File: src/rtl/fifo_sync_param_if.sv
// Handshake bundle for fifo_sync_param; overflow/underflow exist only when
// FIFO_SYNC_ERR_FLAGS_EN is defined.
interface fifo_sync_param_if #(
    parameter int unsigned DEPTH      = 16,
    parameter int unsigned DATA_WIDTH = 8
);
    localparam int unsigned CW = $clog2(DEPTH + 1);

    logic                  clear;
    logic                  push;
    logic [DATA_WIDTH-1:0] data_in;
    logic                  pop;
    logic [DATA_WIDTH-1:0] data_out;
    logic                  data_valid;
    logic                  full;
    logic                  empty;
    logic                  almost_full;
    logic                  almost_empty;
    logic [CW-1:0]         count;
`ifdef FIFO_SYNC_ERR_FLAGS_EN
    logic                  overflow;
    logic                  underflow;
`endif

    modport master (
        output clear, push, data_in, pop,
`ifdef FIFO_SYNC_ERR_FLAGS_EN
        input  overflow, underflow,
`endif
        input  data_out, data_valid, full, empty, almost_full, almost_empty, count
    );

    modport slave (
        input  clear, push, data_in, pop,
`ifdef FIFO_SYNC_ERR_FLAGS_EN
        output overflow, underflow,
`endif
        output data_out, data_valid, full, empty, almost_full, almost_empty, count
    );
endinterface

File: src/rtl/fifo_sync_param.sv
// Single-clock FIFO of arbitrary depth with registered read data, occupancy flags and flush.
// Define FIFO_SYNC_ERR_FLAGS_EN to add sticky overflow/underflow outputs.
module fifo_sync_param #(
    parameter int unsigned DEPTH      = 16,
    parameter int unsigned DATA_WIDTH = 8,
    parameter int unsigned AF_THRESH  = DEPTH - 2,
    parameter int unsigned AE_THRESH  = 2
) (
    input logic              clk,
    input logic              reset,
    fifo_sync_param_if.slave bus
);
    localparam int unsigned   PW       = $clog2(DEPTH);
    localparam int unsigned   CW       = $clog2(DEPTH + 1);
    localparam logic [PW-1:0] PTR_LAST = PW'(DEPTH - 1);
    localparam logic [CW-1:0] CNT_FULL = CW'(DEPTH);
    localparam logic [CW-1:0] AF_LVL   = CW'(AF_THRESH);
    localparam logic [CW-1:0] AE_LVL   = CW'(AE_THRESH);

    logic [DATA_WIDTH-1:0] mem [DEPTH];

    logic [PW-1:0]         wr_ptr_q, wr_ptr_d;
    logic [PW-1:0]         rd_ptr_q, rd_ptr_d;
    logic [CW-1:0]         count_q, count_d;
    logic                  full_q, full_d;
    logic                  empty_q, empty_d;
    logic                  afull_q, afull_d;
    logic                  aempty_q, aempty_d;
    logic [DATA_WIDTH-1:0] dout_q, dout_d;
    logic                  dvalid_q, dvalid_d;
    logic                  push_ok, pop_ok;

    // A push into a full FIFO is legal only when a pop frees the slot at the same edge.
    always_comb begin
        pop_ok  = bus.pop && !empty_q && !bus.clear;
        push_ok = bus.push && (!full_q || pop_ok) && !bus.clear;
    end

    always_comb begin
        wr_ptr_d = wr_ptr_q;
        rd_ptr_d = rd_ptr_q;
        count_d  = count_q;
        dout_d   = dout_q;
        dvalid_d = pop_ok;
        if (bus.clear) begin
            wr_ptr_d = '0;
            rd_ptr_d = '0;
            count_d  = '0;
        end else begin
            if (push_ok) begin
                wr_ptr_d = (wr_ptr_q == PTR_LAST) ? '0 : wr_ptr_q + 1'b1;
            end
            if (pop_ok) begin
                rd_ptr_d = (rd_ptr_q == PTR_LAST) ? '0 : rd_ptr_q + 1'b1;
                dout_d   = mem[rd_ptr_q];
            end
            if (push_ok && !pop_ok) begin
                count_d = count_q + 1'b1;
            end else if (pop_ok && !push_ok) begin
                count_d = count_q - 1'b1;
            end
        end
        // Flags follow next-count so they never lag the count output.
        full_d   = (count_d == CNT_FULL);
        empty_d  = (count_d == '0);
        afull_d  = (count_d >= AF_LVL);
        aempty_d = (count_d <= AE_LVL);
    end

    always_ff @(posedge clk) begin
        if (reset) begin
            wr_ptr_q <= '0;
            rd_ptr_q <= '0;
            count_q  <= '0;
            full_q   <= 1'b0;
            empty_q  <= 1'b1;
            afull_q  <= 1'b0;
            aempty_q <= 1'b1;
            dout_q   <= '0;
            dvalid_q <= 1'b0;
        end else begin
            wr_ptr_q <= wr_ptr_d;
            rd_ptr_q <= rd_ptr_d;
            count_q  <= count_d;
            full_q   <= full_d;
            empty_q  <= empty_d;
            afull_q  <= afull_d;
            aempty_q <= aempty_d;
            dout_q   <= dout_d;
            dvalid_q <= dvalid_d;
        end
    end

    always_ff @(posedge clk) begin
        if (!reset && push_ok) begin
            mem[wr_ptr_q] <= bus.data_in;
        end
    end

`ifdef FIFO_SYNC_ERR_FLAGS_EN
    logic ovf_q, unf_q;

    always_ff @(posedge clk) begin
        if (reset || bus.clear) begin
            ovf_q <= 1'b0;
            unf_q <= 1'b0;
        end else begin
            if (bus.push && !push_ok) ovf_q <= 1'b1;
            if (bus.pop && empty_q)   unf_q <= 1'b1;
        end
    end

    assign bus.overflow  = ovf_q;
    assign bus.underflow = unf_q;
`endif

    assign bus.data_out     = dout_q;
    assign bus.data_valid   = dvalid_q;
    assign bus.full         = full_q;
    assign bus.empty        = empty_q;
    assign bus.almost_full  = afull_q;
    assign bus.almost_empty = aempty_q;
    assign bus.count        = count_q;

endmodule

File: src/flat_wrapper.sv
// flat-port wrapper written by rule: the top's interface ports become plain ports
module fifo_sync_param_flat 
#(
    parameter int unsigned DEPTH      = 16,
    parameter int unsigned DATA_WIDTH = 8,
    parameter int unsigned AF_THRESH  = DEPTH - 2,
    parameter int unsigned AE_THRESH  = 2
)
  (clk, reset, bus_clear, bus_push, bus_data_in, bus_pop, bus_data_out, bus_data_valid, bus_full, bus_empty, bus_almost_full, bus_almost_empty, bus_count);
  fifo_sync_param_if #(.DEPTH(DEPTH), .DATA_WIDTH(DATA_WIDTH)) bus_i ();
  input logic clk;
  input logic reset;
  input wire logic [$bits(bus_i.clear)-1:0] bus_clear;
  input wire logic [$bits(bus_i.push)-1:0] bus_push;
  input wire logic [$bits(bus_i.data_in)-1:0] bus_data_in;
  input wire logic [$bits(bus_i.pop)-1:0] bus_pop;
  output wire logic [$bits(bus_i.data_out)-1:0] bus_data_out;
  output wire logic [$bits(bus_i.data_valid)-1:0] bus_data_valid;
  output wire logic [$bits(bus_i.full)-1:0] bus_full;
  output wire logic [$bits(bus_i.empty)-1:0] bus_empty;
  output wire logic [$bits(bus_i.almost_full)-1:0] bus_almost_full;
  output wire logic [$bits(bus_i.almost_empty)-1:0] bus_almost_empty;
  output wire logic [$bits(bus_i.count)-1:0] bus_count;
  assign bus_i.clear = bus_clear;
  assign bus_i.push = bus_push;
  assign bus_i.data_in = bus_data_in;
  assign bus_i.pop = bus_pop;
  assign bus_data_out = bus_i.data_out;
  assign bus_data_valid = bus_i.data_valid;
  assign bus_full = bus_i.full;
  assign bus_empty = bus_i.empty;
  assign bus_almost_full = bus_i.almost_full;
  assign bus_almost_empty = bus_i.almost_empty;
  assign bus_count = bus_i.count;
  fifo_sync_param #(.DEPTH(DEPTH), .DATA_WIDTH(DATA_WIDTH), .AF_THRESH(AF_THRESH), .AE_THRESH(AE_THRESH)) u_core (.clk(clk), .reset(reset), .bus(bus_i));
endmodule
File: config.mk
export PLATFORM = sky130hd
export DESIGN_NAME = fifo_sync_param_flat
export DESIGN_NICKNAME = d
export VERILOG_FILES = /design/src/rtl/fifo_sync_param_if.sv /design/src/rtl/fifo_sync_param.sv /design/src/flat_wrapper.sv
export SDC_FILE = /design/constraint.sdc
export NUM_CORES = 1
export LEC_CHECK = 0
export CAP_MARGIN = 5
export CORE_MARGIN = 2
export CORE_UTILIZATION = 55
export CTS_BUF_LIST = sky130_fd_sc_hd__clkbuf_4 sky130_fd_sc_hd__clkbuf_8
export CTS_CLUSTER_DIAMETER = 150
export CTS_CLUSTER_SIZE = 14
export DETAILED_ROUTE_END_ITERATION = 8
export PLACE_DENSITY = 0.85
export SLEW_MARGIN = 20
export SYNTH_ARGS = -nofsm -noshare
export SYNTH_HDL_FRONTEND = slang
export SYNTH_SLANG_ARGS = --single-unit
File: constraint.sdc
create_clock -name clk -period 3.35 [get_ports clk]
set_clock_uncertainty 0.1 [all_clocks]
set_input_delay 0.67 -clock clk [delete_from_list [all_inputs] [get_ports clk]]
set_output_delay 0.67 -clock clk [all_outputs]
set_load 0.05 [all_outputs]
# Word-level counts from Yosys, hierarchy flattened
# Memory sizes are Yosys's and may differ from the RTL's. A register that Yosys moved wholly into a read port is not among the register bits.
# Cells that the tools add are included.
# word_totals
output_inout_bits	18
word_cells	43
in_bits	13
latch_bits	0
mem_count	1
ram_bits	128
romBits	0
reg_bits	18
# classes
magnitude_cmp	2
n_shift	0
n_div	0
n_eq_ne	3
bitwise	1
n_mul	0
n_addsub	4
muxes	7
n_reduce_logical	17
# mem_list
name	words	word_bits	rd	rd_clocked_by_memory_dff	wr	line	source
u_core.mem	16	8	1	1	1	fifo_sync_param.sv:20	logic [DATA_WIDTH-1:0] mem [DEPTH];
# op_table
operator	count
$mux W5	3
$add A4 B1 Y4 const B	2
$eq A4 B4 Y1 const B	2
$mux W4	2
$logic_and A1 B1 Y1	7
$logic_not A1 Y1	6
$add A5 B1 Y5 const B	1
$eq A5 B5 Y1 const B	1
$ge A5 B4 Y1 const B	1
$le A5 B2 Y1 const B	1
$logic_not A5 Y1	1
$sub A5 B1 Y5 const B	1
$mux W1	2
$reduce_and A2 Y1	1
$reduce_or A2 Y1	1
$logic_or A1 B1 Y1	1
$not A1 Y1	1

# Longest topological paths before layout
# Gate-level depths: netlist of the first run.
# logic_depth
depth_word	12
mapped_depth	8
depth_no_buf	7

# Worst setup path after synthesis of the first run
# OpenSTA, ideal clock, no wires.
# synth_path
path_type	input to register
startpoint	in bus_clear
endpoint	mem u_core.mem[0][0], enable pin
t_arrival_ps	2199
setup_slack_ps	668
n_path_buf	2
cell_stages	6
required_ps	2867
setup_ps	383
cell_sequence	buf_2 or2_1 clkbuf_1 a211oi_2 nand2_1 nor3_1
# synth_via
elab_chain_len	8
# synth_rtl
item	line	source
from (decl)	flat_wrapper.sv:13	input wire logic [$bits(bus_i.clear)-1:0] bus_clear;
$logic_not A1 Y1 *	fifo_sync_param.sv:35, fifo_sync_param.sv:36	
$logic_and A1 B1 Y1	fifo_sync_param.sv:35	pop_ok = bus.pop && !empty_q && !bus.clear;
$logic_or A1 B1 Y1	fifo_sync_param.sv:36	push_ok = bus.push && (!full_q || pop_ok) && !bus.clear;
$logic_and A1 B1 Y1	fifo_sync_param.sv:36	
$logic_and A1 B1 Y1 *	fifo_sync_param.sv:36	
$logic_and A1 B1 Y1 *	fifo_sync_param.sv:95	if (!reset && push_ok) begin
$mux W1 *	fifo_sync_param.sv:95	
$mux W1 (implied by the code) *	fifo_sync_param.sv:96	mem[wr_ptr_q] <= bus.data_in;
to (decl)	fifo_sync_param.sv:20	
# Every way passes the cells marked *; elsewhere a longest branch is shown, timed or not.

# Worst setup path after layout of the first run
# layout_path
startpoint	reg u_core.full_q (netlist: u_core.bus.full)
endpoint	out bus_full
# layout_lines
item	line	source
from (decl)	fifo_sync_param.sv:25	logic full_q, full_d;
from (signal assigned)	fifo_sync_param.sv:85	full_q <= full_d;
to (decl)	flat_wrapper.sv:19	output wire logic [$bits(bus_i.full)-1:0] bus_full;
# No word-level cell between the ends.

==> out/results.ini, run 1 <==
[pwr]
swShare=0.227
power.switching_w=0.000801
p_int_w=0.00273
power_density_nw_per_um2=493
total_power_w=0.00353
pwr-share-clk=0.367
combPwrFrac=0.042
peakVddDrop_v=0.000311
leakage_nw=2.30
seq_power_share=0.591

[timing]
finalMaxSlewViolations=0
finalHoldViolCount=0
worst-slew-pin-transition_ns=0.688
period_minus_slack_ns=2.68
fmax_ghz=0.373
setup_viol=0
min_period_over_period=0.801
tns_ns=0
rsz0062_at_grt=false
relSlewSlack=0.540

[floorplan]
die_h_microns=111
start_util=0.557
row_count=39
core_sq_um=11300
io_pins=31
fp.dieW_microns=111
dieArea_sq_um=12300

[yosys]
synthCells=380
avgSynthCellArea_sq_um=16.6
synthDistinctLibCells=48
synthTopCellsByArea=edfxtp_1, mux4_2, dfxtp_1
synth_ff_type=edfxtp_1
yosysTopAreaCell=edfxtp_1
yosysSeqAreaShare=0.692
syn-num-nets=400
syn_area_sq_um=6300
ys_warn_count=0
synth_edf_count=128
synth_top_area_share=0.610
ys_async_sr_fraction=0
ys_ff_latch=154

[worst_setup_path]
path_cells=clkdlybuf4s50_1
cp.depth=1
arrival_ns=1.91
crit_type=register to output port
critPathCaptureType=output port
path_delay_family=buffers and inverters
path_buf_inv=1
cp_max_fo=11
crit_required_ns=2.58
worstSetupStartpointType=register
crit_slowest_cell=clkdlybuf4s50_1
r2r_cells=6
critPathMaxStageDelay_ns=0.89

[placed_design]
io_buffers=30
place_congestion=0.852
hpwlAfterDp_microns=7820

[route]
vias_per_cell=6.07
drtAntennaViolNets=0
drc=0
drt_iter0_markers=415
wl_per_cell_microns=20.8
drt-total-wl_microns=12100
firstDrtPassIters=5
num_vias=3528

[clocking]
ctsResizeCount=0
htree_levels=4
clk_pin_slew_ns=0.09
numCtsBuffers=17
cts_tree=done
clock-root-buffer=clkbuf_8
cts-root-to-sink-buffers=2
clk_latency_ns=0.43
post_cts_buffers=0
cts_sinks=154
cts_hold_buf=0

[final_layout]
utilization=0.634
regArea_sq_um=4370
num-fill-cells=779
antennaDiodeCount=0
area_delta_synth_final_pct=13.8
multi_input_area_sq_um=1770
finish.net_count=445
drive_above_1_share=0.224

[hold_path]
worstHoldPathType=register to register
hold_path_depth=2

[global_routing]
grt_pass1_wl_microns=19100
antenna_found_initial=0
grt.overflow.total=0
grt_use_total=0.205
grt_max_degree=36
grt_pass1_vias=3515

[run]
max-cap-violations=0

[outcome]
status=completed

## per-layer routing
metal / up-vias / wire (microns) / track usage
met5: - / 0 / 0
met4: 0 / 223 / 0.0733
met2: 151 / 6060 / 0.330
met3: 19 / 745 / 0.0410
met1: 1771 / 5080 / 0.284
li1: 1587 / - / -
## cell usage in the layout (no fill, tap or decap), types with 2 or more instances in the layout
cell type / n
clkdlybuf4s50_1: 30
nor2b_1: 7
nand3_1: 4
ha_1: 7
nand2_1: 15
or4_1: 2
inv_6: 3
edfxtp_1: 128
a21oi_1: 16
o21ai_1: 11
clkbuf_8: 17
and2_1: 2
clkinvlp_4: 2
and3_1: 2
a31oi_1: 5
a211oi_1: 2
a22o_1: 16
dfxtp_1: 25
a311oi_1: 3
o21ai_0: 11
xor2_1: 2
clkinv_2: 3
nor3_1: 6
buf_4: 22
mux4_2: 32
nor2_1: 27
inv_8: 2
clkinv_4: 3
inv_1: 4
o22a_1: 2
or2_1: 2
nand2b_1: 2
a211oi_2: 2
## sequential cells by signal, summed over array words and instances, names as in the netlist
| name | count |
|---|---|
| u_core.mem | 128 |
| u_core.bus.data_out | 8 |
| u_core.bus.count | 5 |
| u_core.rd_ptr_q | 4 |
| u_core.wr_ptr_q | 4 |
| u_core.bus.almost_empty | 1 |
| u_core.bus.almost_full | 1 |
| u_core.bus.data_valid | 1 |
| u_core.bus.empty | 1 |
| u_core.bus.full | 1 |
## path summary, 6_finish.rpt
check	startpoint	endpoint	slack [ns]
max	u_core.bus.full	bus_full	0.67
min	u_core.bus.data_out[0]	u_core.bus.data_out[0]	0.39
max reg2reg	u_core.bus.count[0]	u_core.bus.empty	1.08
min reg2reg	u_core.bus.data_out[0]	u_core.bus.data_out[0]	0.39
## kinds of logic (layout without fill, tap and decap cells)
group	count (synthesis)	after routing	synth area share
buffers and inverters	31	89	0.0266
AOI/OAI and AO/OA	73	73	0.0794
xor gates and xnor gates	3	3	0.00417
DFF	154	154	0.692
muxes	33	33	0.116
adders and majority gates	7	7	0.0139
and+or+nand+nor	79	79	0.0675
## final cells by class
cell class	instances	area share
clock buffers	17	0.0326
well taps	143	0.0249
multi-input cells	195	0.247
repair buffers	52	0.0649
clock inverters	15	0.0194
inverters	5	0.00262
flip-flops and latches	154	0.609
## Yosys cell counts, drive strengths merged, types with 3 or more instances
cell type / n
a22o: 16
edfxtp: 128
nor2b: 7
a21oi: 16
a311oi: 3
a31oi: 5
ha: 7
mux4: 32
clkbuf: 10
nand2: 15
nand3: 4
o21ai: 22
nand2b: 3
dfxtp: 26
nor3: 6
inv: 5
buf: 16
a211oi: 5
nor2: 27
## power by group through the flow
stage          combinational, W  sequential [W]  clock [W]
6_report               0.000150         0.00209    0.00130
5_1_grt                0.000161         0.00209    0.00139
4_1_cts                0.000150         0.00209    0.00131
3_5_place_dp           0.000149         0.00213          0
3_3_place_gp           0.000143         0.00213          0
2_1_floorplan         0.0000668         0.00215          0
## per-stage QoR
stage	instance area (sq um)	worst slack (ns)	hold WS, ns	instances
global route	7170	0.559	0.431	581
finish	7170	0.667	0.388	581
detailed placement	6800	0.505	0.374	549
floorplan	6300	0.668	0.419	380
global placement	6800	0.588	0.375	549
CTS	7170	0.655	0.385	581
Power figures use the tool's default switching activity.
==> inputs of run 2 (changes only) <==
PLACE_DENSITY = 0.88   (was 0.85)
clock period = 2.3 ns   (was 3.35 ns; I/O delays follow)
==> out/results.ini, run 2 (synthesis results as in run 1) <==
[worst_setup_path]
path_cells=clkdlybuf4s50_1
worstSetupStartpointType=register
crit_required_ns=1.74  ; -0.84 ns
cp_max_fo=3  ; -8
critPathCaptureType=output port
crit_slowest_cell=clkdlybuf4s50_1
path_delay_family=buffers and inverters
crit_type=register to output port
path_buf_inv=1  ; unchanged
arrival_ns=1.64  ; -0.27 ns
critPathMaxStageDelay_ns=0.82  ; -0.07 ns

[floorplan]
dieArea_sq_um=12300  ; unchanged
start_util=0.557  ; unchanged
die_h_microns=111  ; unchanged
fp.dieW_microns=111  ; unchanged
io_pins=31  ; unchanged
row_count=39  ; unchanged
core_sq_um=11300  ; unchanged

[timing]
min_period_over_period=0.956
worst-slew-pin-transition_ns=0.666  ; -0.0210 ns
period_minus_slack_ns=2.20
rsz0062_at_grt=false
fmax_ghz=0.455
relSlewSlack=0.554  ; +0.0141
finalMaxSlewViolations=0  ; unchanged
finalHoldViolCount=0  ; unchanged
fin_ws_ns=0.101  ; -0.565 ns
tns_ns=0  ; unchanged
setup_viol=0  ; unchanged

[clocking]
clk_latency_ns=0.45  ; +0.02 ns
cts_tree=done
cts-root-to-sink-buffers=2  ; unchanged
post_cts_buffers=0  ; unchanged
clock-root-buffer=clkbuf_8
numCtsBuffers=17  ; unchanged
cts_hold_buf=0  ; unchanged
htree_levels=4  ; unchanged
cts_sinks=154  ; unchanged
clk_pin_slew_ns=0.09  ; about the same

[placed_design]
hpwlAfterDp_microns=8450  ; +8.0%
dpl_worst_slack_ns=-0.225  ; -0.730 ns
place_congestion=0.941  ; +10%
placed_cells=566  ; +3.1%
io_buffers=30  ; unchanged

[global_routing]
grt_pass1_wl_microns=20600  ; +7.7%
grt.overflow.total=0  ; unchanged
grt_use_total=0.222  ; +0.0171
grt_pass1_vias=3692  ; +5.0%
antenna_found_initial=0  ; unchanged
grt_max_degree=37  ; +2.8%

[final_layout]
final_cell_count_no_fill=598  ; +2.9%
multi_input_area_sq_um=1780  ; +0.56%
num-fill-cells=764  ; -1.9%
final_cell_mix=edfxtp_1, buf_4, mux4_2, nor2_1
largest_register_ffs=128  ; unchanged
antennaDiodeCount=0  ; unchanged
drive_above_1_share=0.262  ; +0.0378
regMostFlops=u_core.mem
final_common_cell=edfxtp_1
finish.net_count=462  ; +3.8%
regArea_sq_um=4370  ; about the same
area_delta_synth_final_pct=16.0

[route]
drt_iter0_markers=390  ; -6.0%
firstDrtPassIters=5  ; unchanged
drt-total-wl_microns=12900  ; +6.3%
drc=0  ; unchanged
drtAntennaViolNets=0  ; unchanged
wl_per_cell_microns=21.5  ; +3.3%
num_vias=3705  ; +5.0%
vias_per_cell=6.20  ; +2.0%

[pwr]
leakage_nw=2.42  ; +5.3%
power_density_nw_per_um2=696  ; +41%
peakVddDrop_v=0.000615  ; +98%

[run]
max-cap-violations=0  ; unchanged

[hold_path]
worstHoldPathType=register to register

[outcome]
status=completed

-- run 2: final timing paths --
kind / from / end / slack (ns) / cells past startpoint
setup / recovery: u_core.bus.count[4] / bus_count[4] / 0.10 / 1
hold / removal: u_core.bus.data_out[3] / u_core.bus.data_out[3] / 0.39 / 2
setup reg to reg: u_core.bus.count[0] / u_core.bus.full / 0.31 / 8
hold reg to reg: u_core.bus.data_out[3] / u_core.bus.data_out[3] / 0.39 / 2
-- run 2: stage by stage --
stage                     total power [W]  utilization  hold WS, ns  cell area, sq um
after floorplan                   0.00322            -        0.419              6310
after global placement            0.00333        0.615        0.369              6960
after detailed placement          0.00334        0.615        0.379              6960
after CTS                         0.00512        0.646        0.393              7310
after global routing              0.00527        0.646        0.436              7310
final                             0.00509        0.646        0.395              7310
-- run 2: where the power goes --
group / internal, W / total (W) / switching, W
Combinational: 0.0000916 / 0.000240 / 0.000148
Clock: 0.000780 / 0.00182 / 0.00104
Sequential: 0.00303 / 0.00304 / 0.00000856
-- run 2: what timing repair did --
action | CTS | global route
gates cloned | 0 | 0
endpoints found under the setup margin | 4 | 1
hold endpoints to repair | 0 | 0
gates resized for setup | 4 | 1
-- run 2: final cells by class --
class	count	area share
tap	143	0.0245
multi-input combinational	195	0.244
clock inverter	14	0.0156
timing repair buffer	69	0.0838
clock buffer	18	0.0330
sequential	154	0.597
inverter	5	0.00257
-- run 2: tightest hold or removal path, delay by kind of cell (launching register included) --
| kind | cells | cell delay, ns |
|---|---|---|
| flops | 1 | 0.32 |
| compound gates | 2 | 0.13 |
-- run 2: per-layer routing --
| layer | up-vias | track usage | wire [microns] |
|---|---|---|---|
| met5 | - | 0 | 0 |
| met4 | 0 | 0.0881 | 362 |
| met3 | 22 | 0.0552 | 817 |
| met2 | 176 | 0.364 | 6580 |
| met1 | 1882 | 0.290 | 5110 |
| li1 | 1625 | - | - |
==> patch 1 (settings of run 1) <==
`dout_q` no longer has a reset.
--- a/src/rtl/fifo_sync_param.sv
+++ b/src/rtl/fifo_sync_param.sv
@@ -76,7 +76,6 @@
             empty_q  <= 1'b1;
             afull_q  <= 1'b0;
             aempty_q <= 1'b1;
-            dout_q   <= '0;
             dvalid_q <= 1'b0;
         end else begin
             wr_ptr_q <= wr_ptr_d;
@@ -86,9 +85,12 @@
             empty_q  <= empty_d;
             afull_q  <= afull_d;
             aempty_q <= aempty_d;
-            dout_q   <= dout_d;
             dvalid_q <= dvalid_d;
         end
+    end
+
+    always_ff @(posedge clk) begin
+        dout_q <= dout_d;
     end
 
     always_ff @(posedge clk) begin
Check against the original RTL: differs if reset is asserted again (counterexample within 4 cycles, from zero or initial values and one cycle with reset high); with reset held inactive, the same outputs for 4 cycles.
==> patch 1 against run 1 <==
Non-clock buffer count is 4 higher. Wire length is 3.1% lower. Critical endpoint is now u_core.mem[7][3]. Register-to-register slack better by 20 ps. Largest cell class unchanged. Worst setup slack better by 120 ps. Sequential cell count stayed put. Total power is 5.6% higher. Cell area is 0.58% higher. Via count is 4.5% lower. Critical path type is now input pin to register. Highest routed layer unchanged. Area after synthesis is 2.0% lower.
==> patch 1: results (changes against run 1) <==
logic_synthesis:
  ys_top_cells_by_count: "edfxtp_1 (136), mux4_2 (32), nor2_1 (30)"
  avgSynthCellArea_um2: 17.39  # +4.9%
  yosysSeqAreaShare_pct: 71.98  # +2.7 points
  synth-edff-count: 136  # +6.3%
  synth_cell_type_count: 38  # -21%
finish:
  fin_cells: 564  # -2.9%
  nMultiInputCombCells: 177  # -9.2%
  n_all_buffers: 56  # +7.7%
  bufAreaShareNonClock_pct: 7.041  # +0.55 points
  multiInputGateArea_um2: 1628  # -8.1%
  drive_above_1_share_pct: 21.70  # -0.68 points
  seq_share_pct: 61.62  # +0.76 points
placement:
  dp_hpwl_um: 7704  # -1.5%
  dpl.cell_count: 532  # -3.1%
  dp_worst_setup_slack_ps: 344.9  # -160.5 ps
  gp_congestion: 0.8259  # -3.0%
  placed_area_um2: 6775  # -0.37%
route:
  viasPerCell: 5.973  # -1.6%
  wirelength_um: 11730  # -3.1%
hold_path:
  min_from: "u_core.rd_ptr_q[1]"
  min_to: "u_core.rd_ptr_q[1]"
power_and_ir_drop:
  p_leak_nw: 2.271  # -1.2%
  ir_drop_v: 0.0004154  # +34%
  power.switching_mw: 0.7269  # -9.3%
  seqPwrFrac_pct: 56.2  # -2.9 points
  p_clk_mw: 1.53  # +18%
critical_path:
  critPathLaunch: "bus_clear"
  reg2reg_setup_slack_ps: 1100  # +20 ps
  reg2reg_from: "u_core.rd_ptr_q[2]"
  cp_max_fo: 13  # +2
  r2r_cells: 4  # -2
  regToRegEndpoint: "u_core.bus.data_out[6]"
sta:
  worst_hold_slack_ps: 388.3  # +0.7820 ps
  worst_slack_ps: 788.0  # +121.5 ps
floorplan:
  fp.dieW_um: 110.0  # -0.99%
global_routing:
  first_global_vias: 3368  # -4.2%
  grt_usage_pct: 21.88  # +1.3 points
  grt_max_degree: 35  # -2.8%
  grt_pass1_wl_um: 18460  # -3.4%
outcome:
  outcome: "completed"
-- patch 1: routing by layer --
layer / vias up / GRT usage [%] / part of all wire [%] / routed length [um]
met1: 1674 / 28.51 / 40 / 4739
met4: 0 / 8.409 / 2.3 / 272
li1: 1515 / - / - / -
met3: 28 / 8.121 / 7.7 / 899
met5: - / 0 / 0 / 0
met2: 152 / 33.70 / 50 / 5820
-- patch 1: kinds of logic (layout without fill, tap and decap cells) --
family,Yosys count,count (layout),share of synthesized area (%)
AO/OA/AOI/OAI,41,41,4.418
XOR/XNOR,3,3,0.4256
adder cells (fa/ha/maj),7,7,1.418
buffers and inverters,24,93,1.662
flip-flops,154,154,71.98
multiplexers,42,42,13.29
AND/OR/NAND/NOR,84,84,6.808
-- patch 1: critical path: stages --
cell and delay [ps]:
clkdlybuf4s50_1 430, buf_4 190, nand2b_1 210, a21oi_1 180, nor2b_1 320, nand2_1 180
nor2_1 260, buf_4 200
==> patch 2 (config.mk and constraints of run 1) <==
Without the edit above. `DEPTH` is set to 16 in 3 places; all go to 8.
--- a/src/rtl/fifo_sync_param_if.sv
+++ b/src/rtl/fifo_sync_param_if.sv
@@ -1,7 +1,7 @@
 // Handshake bundle for fifo_sync_param; overflow/underflow exist only when
 // FIFO_SYNC_ERR_FLAGS_EN is defined.
 interface fifo_sync_param_if #(
-    parameter int unsigned DEPTH      = 16,
+    parameter int unsigned DEPTH      = 8,
     parameter int unsigned DATA_WIDTH = 8
 );
     localparam int unsigned CW = $clog2(DEPTH + 1);
--- a/src/rtl/fifo_sync_param.sv
+++ b/src/rtl/fifo_sync_param.sv
@@ -1,7 +1,7 @@
 // Single-clock FIFO of arbitrary depth with registered read data, occupancy flags and flush.
 // Define FIFO_SYNC_ERR_FLAGS_EN to add sticky overflow/underflow outputs.
 module fifo_sync_param #(
-    parameter int unsigned DEPTH      = 16,
+    parameter int unsigned DEPTH      = 8,
     parameter int unsigned DATA_WIDTH = 8,
     parameter int unsigned AF_THRESH  = DEPTH - 2,
     parameter int unsigned AE_THRESH  = 2
--- a/src/flat_wrapper.sv
+++ b/src/flat_wrapper.sv
@@ -1,7 +1,7 @@
 // flat-port wrapper written by rule: the top's interface ports become plain ports
 module fifo_sync_param_flat 
 #(
-    parameter int unsigned DEPTH      = 16,
+    parameter int unsigned DEPTH      = 8,
     parameter int unsigned DATA_WIDTH = 8,
     parameter int unsigned AF_THRESH  = DEPTH - 2,
     parameter int unsigned AE_THRESH  = 2
Ports: changed (resized bus_count); port bits go from 31 to 30. The function was not compared with the original's and may differ.
==> patch 2 against run 1 <==
Combinational power fell by 20%. Clock power shrank 34%. Total power down 39%. Fmax is 1.7% higher. Via count down 45%. Worst setup slack better by 45 ps. Die area shrank 43%. Wire length is 46% lower. Sequential cell count is 67 lower. Final cell count down 43%. Area after synthesis down 44%. Cell area fell by 42%. Sequential power decreased by 44%. Largest cell class unchanged.
==> patch 2: results (changes against run 1) <==
route:
  wirelength_um: 6495  # -46%
  initialDrtViolationCount: 176  # -58%
  drt_first_pass_iters: 5  # unchanged
  viasPerCell: 5.787  # -4.7%
logic_synthesis:
  yosysSeqAreaShare_pct: 67.83  # -1.4 points
  syn_inst: 215  # -43%
  ys_top_cells_by_count: "edfxtp_1 (64), dfxtp_1 (23), nor2_1 (22)"
  netlist_top_cells_area: "edfxtp_1 (55%), dfxtp_1 (13%), mux4_2 (10%)"
  synth_cell_type_count: 40  # -17%
  ys_dominant_reg_cell: "edfxtp_1"
finish:
  largest_reg_flops: 64  # -50%
  layout.nets: 271  # -39%
  fin_cells: 334  # -43%
  drive_above_1_share_pct: 18.68  # -3.7 points
global_routing:
  first_global_vias: 1913  # -46%
  grt_pass1_wl_um: 10340  # -46%
  grt_usage_pct: 19.98  # -0.55 points
  grt_max_degree: 19  # -47%
critical_path:
  crit_required_ps: 3270  # +690 ps
placement:
  gp_congestion: 0.8082  # -5.1%
  placed_area_um2: 3904  # -43%
  io_buffer_count: 29  # -3.3%
power_and_ir_drop:
  ir_drop_v: 0.0002952  # -5.0%
sta:
  worst_pin_slew_ps: 819.2  # +131.7 ps
outcome:
  outcome: "completed"
==> patch 2: final cells by class <==
cell class                 instances  area, um^2  share of cell area (%)
multi-input combinational        115        1067                   25.76
timing repair buffer              37       350.3                   8.457
inverter                           2       7.507                  0.1812
clock inverter                     6       107.6                   2.597
tap                               77       96.34                   2.326
sequential                        87        2382                   57.51
clock buffer                      10       131.4                   3.171
==> patch 2: path summary, 6_finish.rpt <==
path / start / to / slack (ps) / cells after the start
setup / recovery: bus_push / u_core.mem[4][6] / 710 / 5
hold / removal: u_core.bus.data_out[0] / u_core.bus.data_out[0] / 410 / 2
setup reg to reg: u_core.bus.empty / u_core.mem[4][6] / 1170 / 4
hold reg to reg: u_core.bus.data_out[0] / u_core.bus.data_out[0] / 410 / 2
==> patch 2: power breakdown <==
part / total [mW] / switching, mW / internal [mW]
logic: 0.120 / 0.0720 / 0.0476
registers: 1.17 / 0.00787 / 1.16
clock network: 0.852 / 0.350 / 0.502
total: 2.14 / 0.430 / 1.71
==> patch 2: layer usage <==
metal / track usage, % / up-vias / wire, um
li1: - / 908 / -
met4: 7.918 / 0 / 29
met1: 28.51 / 938 / 2850
met3: 4.253 / 3 / 518
met5: 0 / - / 0
met2: 30.40 / 84 / 3096
==> patch 2: worst max-delay path, stage by stage <==
cell             delay (ps)
clkdlybuf4s50_1         540
or2b_1                  280
a21oi_2                 270
nor3b_2                 340
and3b_1                 450
==> patch 2: cell families after synthesis <==
kind of cell,count (synthesis),share of synthesized area [%]
AOI/OAI and AO/OA,24,5.094
xor gates and xnor gates,4,1.212
muxes,27,13.40
buffers and inverters,13,1.781
and+or+nand+nor,54,8.550
adders and majority gates,6,2.137
DFF,87,67.83
